## src/rtl/chu_gpo_pulse.sv

```systemverilog
// Slot GPO core with atomic set/clear/toggle, per-bit blink, a retriggerable
// one-shot pulse overlay and full register readback.
module chu_gpo_pulse #(
    parameter int W  = 8,
    parameter int CW = 24
) (
    input  logic          clk,
    input  logic          reset,
    input  logic          cs,
    input  logic          read,
    input  logic          write,
    input  logic [4:0]    addr,
    input  logic [31:0]   wr_data,
    output logic [31:0]   rd_data,
    output logic [W-1:0]  dout
);

    typedef enum logic {
        IDLE   = 1'b0,
        ACTIVE = 1'b1
    } pstate_t;

    logic [W-1:0]  data_q, data_d;
    logic [W-1:0]  blink_mask_q, blink_mask_d;
    logic [CW-1:0] period_q, period_d;
    logic [CW-1:0] cnt_q, cnt_d;
    logic          phase_q, phase_d;
    logic [W-1:0]  pulse_mask_q, pulse_mask_d;
    logic [CW-1:0] pulse_len_q, pulse_len_d;
    logic [CW-1:0] pcnt_q, pcnt_d;
    pstate_t       state_q, state_d;
    logic [W-1:0]  dout_q, dout_d;

    logic          wr_en_s;
    logic          wr_period_s;
    logic          wr_pulse_s;
    logic [W-1:0]  wmask_s;
    logic [CW-1:0] wlen_s;
    logic          busy_s;
    logic          unused_ok;

    // Strobes are side-effect free; upper write bits are dropped by design.
    assign unused_ok = ^{read, wr_data};

    assign wr_en_s = cs & write & ~addr[4];
    assign wmask_s = wr_data[W-1:0];
    assign wlen_s  = wr_data[CW-1:0];
    assign busy_s  = (state_q == ACTIVE);

    // Next-state logic: register writes, blink counter, pulse FSM and output.
    always_comb begin
        data_d       = data_q;
        blink_mask_d = blink_mask_q;
        period_d     = period_q;
        pulse_len_d  = pulse_len_q;
        wr_period_s  = 1'b0;
        wr_pulse_s   = 1'b0;

        if (wr_en_s) begin
            case (addr[3:0])
                4'd0:    data_d       = wmask_s;
                4'd1:    data_d       = data_q | wmask_s;
                4'd2:    data_d       = data_q & ~wmask_s;
                4'd3:    data_d       = data_q ^ wmask_s;
                4'd4:    blink_mask_d = wmask_s;
                4'd5: begin
                    period_d    = wlen_s;
                    wr_period_s = 1'b1;
                end
                4'd6:    wr_pulse_s   = 1'b1;
                4'd7:    pulse_len_d  = wlen_s;
                default: data_d       = data_q;
            endcase
        end else begin
            data_d = data_q;
        end

        // A PERIOD write restarts the half-period from a known phase.
        if (wr_period_s) begin
            cnt_d   = '0;
            phase_d = 1'b0;
        end else if (period_q != '0) begin
            if (cnt_q == period_q - CW'(1)) begin
                cnt_d   = '0;
                phase_d = ~phase_q;
            end else begin
                cnt_d   = cnt_q + CW'(1);
                phase_d = phase_q;
            end
        end else begin
            cnt_d   = cnt_q;
            phase_d = phase_q;
        end

        pulse_mask_d = pulse_mask_q;
        if (wr_pulse_s && (wmask_s == '0)) begin
            pcnt_d  = '0;
            state_d = IDLE;
        end else if (wr_pulse_s && (pulse_len_q != '0)) begin
            pulse_mask_d = wmask_s;
            pcnt_d       = pulse_len_q;
            state_d      = ACTIVE;
        end else if (state_q == ACTIVE) begin
            // The last counted cycle is the one where pcnt leaves 1.
            pcnt_d  = pcnt_q - CW'(1);
            state_d = (pcnt_q == CW'(1)) ? IDLE : ACTIVE;
        end else begin
            pcnt_d  = pcnt_q;
            state_d = state_q;
        end

        dout_d = (data_q & ~blink_mask_q)
               | (blink_mask_q & {W{phase_q}})
               | (busy_s ? pulse_mask_q : {W{1'b0}});
    end

    // State registers with synchronous reset.
    always_ff @(posedge clk) begin
        if (reset) begin
            data_q       <= '0;
            blink_mask_q <= '0;
            period_q     <= '0;
            cnt_q        <= '0;
            phase_q      <= 1'b0;
            pulse_mask_q <= '0;
            pulse_len_q  <= '0;
            pcnt_q       <= '0;
            state_q      <= IDLE;
            dout_q       <= '0;
        end else begin
            data_q       <= data_d;
            blink_mask_q <= blink_mask_d;
            period_q     <= period_d;
            cnt_q        <= cnt_d;
            phase_q      <= phase_d;
            pulse_mask_q <= pulse_mask_d;
            pulse_len_q  <= pulse_len_d;
            pcnt_q       <= pcnt_d;
            state_q      <= state_d;
            dout_q       <= dout_d;
        end
    end

    assign dout = dout_q;

    // Readback mux; high half of the address space reads as zero.
    always_comb begin
        rd_data = 32'd0;
        if (addr[4]) begin
            rd_data = 32'd0;
        end else begin
            case (addr[3:0])
                4'd0, 4'd1, 4'd2, 4'd3: rd_data = 32'(data_q);
                4'd4:    rd_data = 32'(blink_mask_q);
                4'd5:    rd_data = 32'(period_q);
                4'd6:    rd_data = 32'(pulse_mask_q);
                4'd7:    rd_data = 32'(pulse_len_q);
                4'd8:    rd_data = 32'(dout_q);
                4'd9:    rd_data = {30'd0, phase_q, busy_s};
                default: rd_data = 32'd0;
            endcase
        end
    end

endmodule

```

## config.mk

```make
export PLATFORM = sky130hd
export DESIGN_NAME = chu_gpo_pulse
export DESIGN_NICKNAME = d
export VERILOG_FILES = /design/src/rtl/chu_gpo_pulse.sv
export SDC_FILE = /design/constraint.sdc
export NUM_CORES = 1
export LEC_CHECK = 0
export BUFFER_PORTS_ARGS = -buffer_cell sky130_fd_sc_hd__buf_2
export CORE_MARGIN = 2
export CORE_UTILIZATION = 60
export CTS_BUF_LIST = sky130_fd_sc_hd__clkbuf_4
export DETAILED_ROUTE_END_ITERATION = 7
export PLACE_DENSITY = 0.86
export SYNTH_ARGS = -nofsm -noshare
export SYNTH_HDL_FRONTEND = slang
export SYNTH_SLANG_ARGS = --single-unit
```

## constraint.sdc

```tcl
create_clock -name clk -period 4.5 [get_ports clk]
set_input_delay 0.9 -clock clk [delete_from_list [all_inputs] [get_ports clk]]
set_output_delay 0.9 -clock clk [all_outputs]
set_load 0.01 [all_outputs]
```

==> impl_metrics.py, run 1 <==
metrics = {
    "clocking": {
        "post_cts_resized": 0,
        "ctsHoldBuffers": 0,
        "htree_levels": 4,
        "cts_root_buffer": "clkbuf_4",
        "clockBufferDepth": 2,
        "clk_latency_ns": 0.56,
        "clkTransAtPathRegs_ns": 0.10,
        "post-cts-setup-buffers": 0,
        "cts_tree": "yes",
        "cts.sinks": 130,
        "cts_buffers": 17,
    },
    "worst_hold_path": {
        "hp-class": "reg -> reg",
    },
    "final_layout": {
        "fillers": 1060,
        "antennaDiodeCount": 0,
        "register_area_um2": 2600,
        "postLayoutCellArea_um2": 7930,
        "final_cells": 1128,
        "utilization": 0.660,
        "layout-drive-gt1-share": 0.128,
        "final_nets": 1031,
        "area_growth_pct": 6.94,
        "multi_input_area_um2": 4390,
    },
    "critical_path": {
        "critPathKind": "in -> out",
        "crit_path_max_fanout": 25,
        "cp-end-kind": "output port",
        "cp.arrival_ns": 2.78,
        "cp-start-kind": "input port",
        "required_ns": 3.60,
    },
    "sta": {
        "rsz0062_at_grt": "false",
        "finalSetupViolCount": 0,
        "final_max_slew_viol_count": 0,
        "fin_crit_sh": 0.817,
        "fin_skew_ns": 0.0206,
        "hold_ws_ns": 0.486,
        "hold_violations": 0,
        "setup_tns_ns": 0,
        "layout_setup_ws_ns": 0.824,
        "max_slew_margin": 0.360,
        "period_needed_ns": 3.68,
        "max_freq_mhz": 272,
        "worst_pin_slew_ns": 0.961,
    },
    "placement": {
        "port_buffers": 64,
        "placed_area_um2": 7670,
        "place_congestion": 0.915,
        "dp_slack_ns": 0.879,
        "dpl.hpwl_um": 13200,
        "dp_cells": 1097,
    },
    "run_status": {
        "status": "finished with violations",
        "violations": "design-rule violations",
    },
    "grt": {
        "grtUsageMet1": 0.391,
        "grt_use_met3": 0.0564,
        "grt_overflow_total": 0,
        "busiest_layer": "met2",
        "antenna_found_initial": 0,
        "grt_pass1_vias": 6322,
        "grt_max_degree": 81,
        "grt.met2_usage": 0.462,
        "grt_pass1_wl_um": 30600,
        "grt_usage": 0.291,
    },
    "synth": {
        "ys_warn_count": 0,
        "synth_common_cells": "nand2_1, dfxtp_1, a21oi_1",
        "yosysSeqAreaShare": 0.351,
        "syn_area_um2": 7410,
        "synth_ff_type": "dfxtp_1",
        "synth-seq-cells": 130,
        "synth_top_cell_area_share": 0.351,
        "yosysTopAreaCell": "dfxtp_1",
        "synthArstFlopShare": 0,
        "synth_cell_type_count": 57,
        "syn_avg_cell_area_um2": 7.84,
        "syn_inst": 945,
        "synth_area_leaders": "dfxtp_1, nand2_1, a21oi_1",
        "synth_edf_count": 0,
        "yosysMostFrequentCell": "nand2_1",
    },
    "detailed_routing": {
        "drc_errors": 14,
        "drtIter0Drc": 568,
        "wl_um": 18600,
        "vias_per_cell": 6.05,
        "wl_per_cell_um": 16.5,
        "ant_nets": 0,
        "via_count": 6824,
        "firstDrtPassIters": 8,
    },
    "floorplan": {
        "dieWidth_um": 115,
        "io_pins": 82,
        "die_area_um2": 13300,
        "num_rows": 40,
        "core_area_um2": 12000,
        "die_h_um": 115,
        "start_util": 0.617,
    },
    "power": {
        "p_leak_nw": 3.00,
        "peakVddDrop_mv": 0.126,
        "power_density_nw_per_um2": 260,
        "total_power_mw": 2.06,
    },
    "job": {
        "cap_violations": 0,
    },
}
-- worst max-delay path, stage by stage --
cell and delay [ns]:
buf_2 0.52, nor2b_1 0.25, and2_1 0.57, a22oi_1 0.14
nor2_1 0.20, buf_2 0.18
-- cell usage in the layout (no fill, tap or decap), types with 5 or more instances in the layout --
master and instances:
xnor2_1 38, nand2_1 151, o21ai_0 32, conb_1 8, buf_4 10, nand2b_1 6, and2_1 5, nor2_1 76
a211oi_1 9, nand3b_1 5, o22ai_1 6, or2_2 6, buf_2 64, or4_1 5, dfxtp_1 130, a21oi_1 103
inv_1 26, a22oi_1 29, nor3_1 35, and3_1 10, mux2i_1 36, ha_1 20, nand3_1 16, nor4_1 19
xor2_1 38, clkbuf_4 22, nand4_1 9, o221ai_1 9
-- layer usage --
metal	vias to the layer above	routed length (um)
met4	0	534
met5	-	0
met3	50	1250
met2	263	8700
met1	3175	8110
li1	3336	-
-- final timing paths --
check | start | endpoint | slack, ns | depth (start not counted)
worst min-delay path | pulse_mask_q[2] | dout[2] | 0.49 | 2
worst max-delay path | addr[0] | rd_data[10] | 0.82 | 6
worst max register to register | period_q[0] | cnt_q[0] | 1.31 | 10
worst min register to register | pulse_mask_q[2] | dout[2] | 0.49 | 2
-- power breakdown --
group	internal (mW)	leakage (nW)	switching (mW)
registers	1.16	1.05	0.00776
logic	0.0491	1.81	0.100
clock network	0.347	0.147	0.397
-- sequential cells by signal, indices dropped and copies added, names as in the netlist --
register      cells
period_q         24
cnt_q            24
pcnt_q           24
dout              8
blink_mask_q      8
pulse_len_q      24
pulse_mask_q      8
busy_s            1
data_q            8
phase_q           1
-- logic make-up after synthesis --
family | count (synthesis) | synth area share
adders and majority gates | 20 | 0.0338
muxes | 40 | 0.0562
DFF | 130 | 0.351
buffers and inverters | 102 | 0.0615
other | 1 | 0.000506
and+or+nand+nor | 369 | 0.242
AOI/OAI and AO/OA | 207 | 0.165
xor gates and xnor gates | 76 | 0.0898
-- area by class of cell --
cell class,instances,area share
Multi-Input combinational cell,720,0.554
Clock buffer,22,0.0208
Tap cell,147,0.0232
Sequential cell,130,0.328
Clock inverter,9,0.0114
Timing Repair Buffer,74,0.0499
Inverter,26,0.0123
(Power assumes the default switching activity.)
==> inputs of run 2 (changes only) <==
ABC_AREA = 1   (was unset)
clock period = 3.5 ns   (was 4.5 ns; I/O delays follow)
==> run 2 against run 1 <==
  * The flow now finishes without violations
  * Via count rose by 24%
  * Flip-flop and latch count did not move
  * Final cell count rose by 31%
  * Non-clock buffer count rose by 2
  * Total power rose by 41%
  * Clock skew rose by 0.00067 ns
  * Worst hold slack got worse by 0.083 ns
  * Die area rose by 8.5%
  * Critical path depth rose by 1
  * Global-route usage rose by 3.2 points
  * Routed wire length rose by 23%
  * Highest routed layer unchanged
==> impl_metrics.py, run 2 <==
metrics = {
    "floorplan": {
        "core_area_um2": 13200,
        "die_area_um2": 14400,
        "dieWidth_um": 120,
        "num_rows": 42,
        "start_util": 0.611,
        "io_pins": 82,
        "die_h_um": 120,
    },
    "synth": {
        "yosysSeqAreaShare": 0.323,
        "yosysMostFrequentCell": "nand2_1",
        "synth_top_cell_area_share": 0.323,
        "synth_edf_count": 0,
        "synth_common_cells": "nand2_1, nor2_1, inv_1",
        "ys_warn_count": 0,
        "yosysTopAreaCell": "dfxtp_1",
        "syn_avg_cell_area_um2": 6.51,
        "synth_cell_type_count": 49,
        "synth_ff_type": "dfxtp_1",
        "syn_inst": 1238,
        "synthArstFlopShare": 0,
        "synth-seq-cells": 130,
        "synth_area_leaders": "dfxtp_1, nand2_1, nor2_1",
        "syn_area_um2": 8060,
    },
    "detailed_routing": {
        "wl_um": 22800,
        "vias_per_cell": 5.73,
        "drc_errors": 0,
        "drtIter0Drc": 921,
        "wl_per_cell_um": 15.4,
        "via_count": 8494,
        "firstDrtPassIters": 6,
        "ant_nets": 0,
    },
    "sta": {
        "max_slew_margin": 0.389,
        "worst_pin_slew_ns": 0.914,
        "final_max_slew_viol_count": 0,
        "layout_setup_ws_ns": 0.629,
        "hold_ws_ns": 0.402,
        "max_freq_mhz": 348,
        "hold_violations": 0,
        "period_needed_ns": 2.87,
        "fin_skew_ns": 0.0213,
        "fin_crit_sh": 0.820,
        "rsz0062_at_grt": "false",
        "setup_tns_ns": 0,
        "finalSetupViolCount": 0,
    },
    "grt": {
        "grt_usage": 0.324,
        "grt_max_degree": 56,
        "grt_pass1_wl_um": 37300,
        "grt_overflow_total": 0,
        "grt_pass1_vias": 7495,
        "antenna_found_initial": 1,
    },
    "power": {
        "power_density_nw_per_um2": 330,
        "peakVddDrop_mv": 0.191,
        "p_leak_nw": 3.76,
    },
    "critical_path": {
        "required_ns": 2.80,
        "critPathKind": "in -> out",
        "cp-start-kind": "input port",
        "crit_path_max_fanout": 14,
        "cp-end-kind": "output port",
        "cp.arrival_ns": 2.17,
        "r2r_setup_slack_ns": 0.95,
    },
    "final_layout": {
        "layout-drive-gt1-share": 0.116,
        "fillers": 1258,
        "final_cell_mix": "nand2_1, nor2_1, inv_1, dfxtp_1, a21oi_1",
        "final_common_cell": "nand2_1",
        "final_nets": 1355,
        "area_growth_pct": 9.05,
        "final_cells": 1482,
    },
    "clocking": {
        "post_cts_resized": 0,
        "clkTransAtPathRegs_ns": 0.11,
        "post-cts-setup-buffers": 0,
        "cts_buffers": 17,
        "cts_root_buffer": "clkbuf_4",
        "clk_latency_ns": 0.56,
        "clockBufferDepth": 2,
        "cts_tree": "yes",
        "cts.sinks": 130,
        "htree_levels": 4,
        "ctsHoldBuffers": 0,
    },
    "job": {
        "cap_violations": 0,
    },
    "placement": {
        "port_buffers": 64,
        "place_congestion": 0.953,
        "dp_slack_ns": 0.496,
        "dpl.hpwl_um": 16900,
        "dp_cells": 1450,
    },
    "run_status": {
        "status": "finished, final reports clean",
    },
    "worst_hold_path": {
        "hp-class": "in -> reg",
    },
}
[run 2: changes by cell type in the layout (fill, tap and decap cells not counted), sizes merged, moves of 18 or more]
cell,change
inv,+129
nor2,+123
nand2,+107
o21ai,+49
nand3,+42
mux2i,-35
a22oi,-29
xnor2,-21
nand4,+19
nor4,-19
nor3,-18
[run 2: kinds of logic after synthesis]
group                    Yosys count  share of synthesized area
flip-flops                       130                      0.323
AO/OA/AOI/OAI                    252                      0.177
AND/OR/NAND/NOR                  582                      0.312
adder cells (fa/ha/maj)           20                     0.0310
buffers and inverters            202                      0.101
multiplexers                       1                    0.00124
XOR/XNOR                          50                     0.0543
other                              1                   0.000465
[run 2: routing by layer]
layer | vias up | track usage | share of wire
li1 | 4171 | - | -
met1 | 3862 | 0.440 | 0.44
met2 | 401 | 0.516 | 0.45
met3 | 60 | 0.0490 | 0.077
met4 | 0 | 0.131 | 0.033
met5 | - | 0 | 0
[run 2: worst paths after layout]
| path | startpoint | endpoint | cells past startpoint |
|---|---|---|---|
| worst max register to register | pulse_len_q[23] | pcnt_q[14] | 11 |
| worst max-delay path | addr[3] | rd_data[6] | 7 |
| worst min register to register | pulse_mask_q[2] | dout[2] | 2 |
| worst min-delay path | wr_data[3] | pulse_mask_q[3] | 3 |
[run 2: cell type report]
type                       count  area [um2]  area share
multi-input combinational    913        4670       0.531
clock buffer                  18         135      0.0154
sequential                   130        2600       0.296
tap                          176         220      0.0250
antenna                        2        5.00    0.000569
timing repair buffer          76         410      0.0467
clock inverter                12         166      0.0189
inverter                     155         582      0.0662
[run 2: stage by stage]
step / util / total power, mW / instance area [um2]
2_1_floorplan: - / 1.73 / 8090
3_3_place_gp: 0.643 / 1.80 / 8490
3_5_place_dp: 0.643 / 1.80 / 8490
4_1_cts: 0.666 / 2.91 / 8790
5_1_grt: 0.667 / 3.01 / 8790
6_report: 0.667 / 2.90 / 8790
[run 2: power breakdown]
group | internal [mW] | switching, mW | total (mW)
Combinational | 0.0824 | 0.195 | 0.277
Sequential | 1.49 | 0.0122 | 1.50
Clock | 0.559 | 0.567 | 1.13
Total | 2.13 | 0.773 | 2.90
[run 2: worst max-delay path, stage by stage]
cell and delay [ns]:
buf_2 0.11, nor2_1 0.41, inv_1 0.37, o22ai_1 0.24, a2111oi_0 0.10, nor2_1 0.10
buf_2 0.13
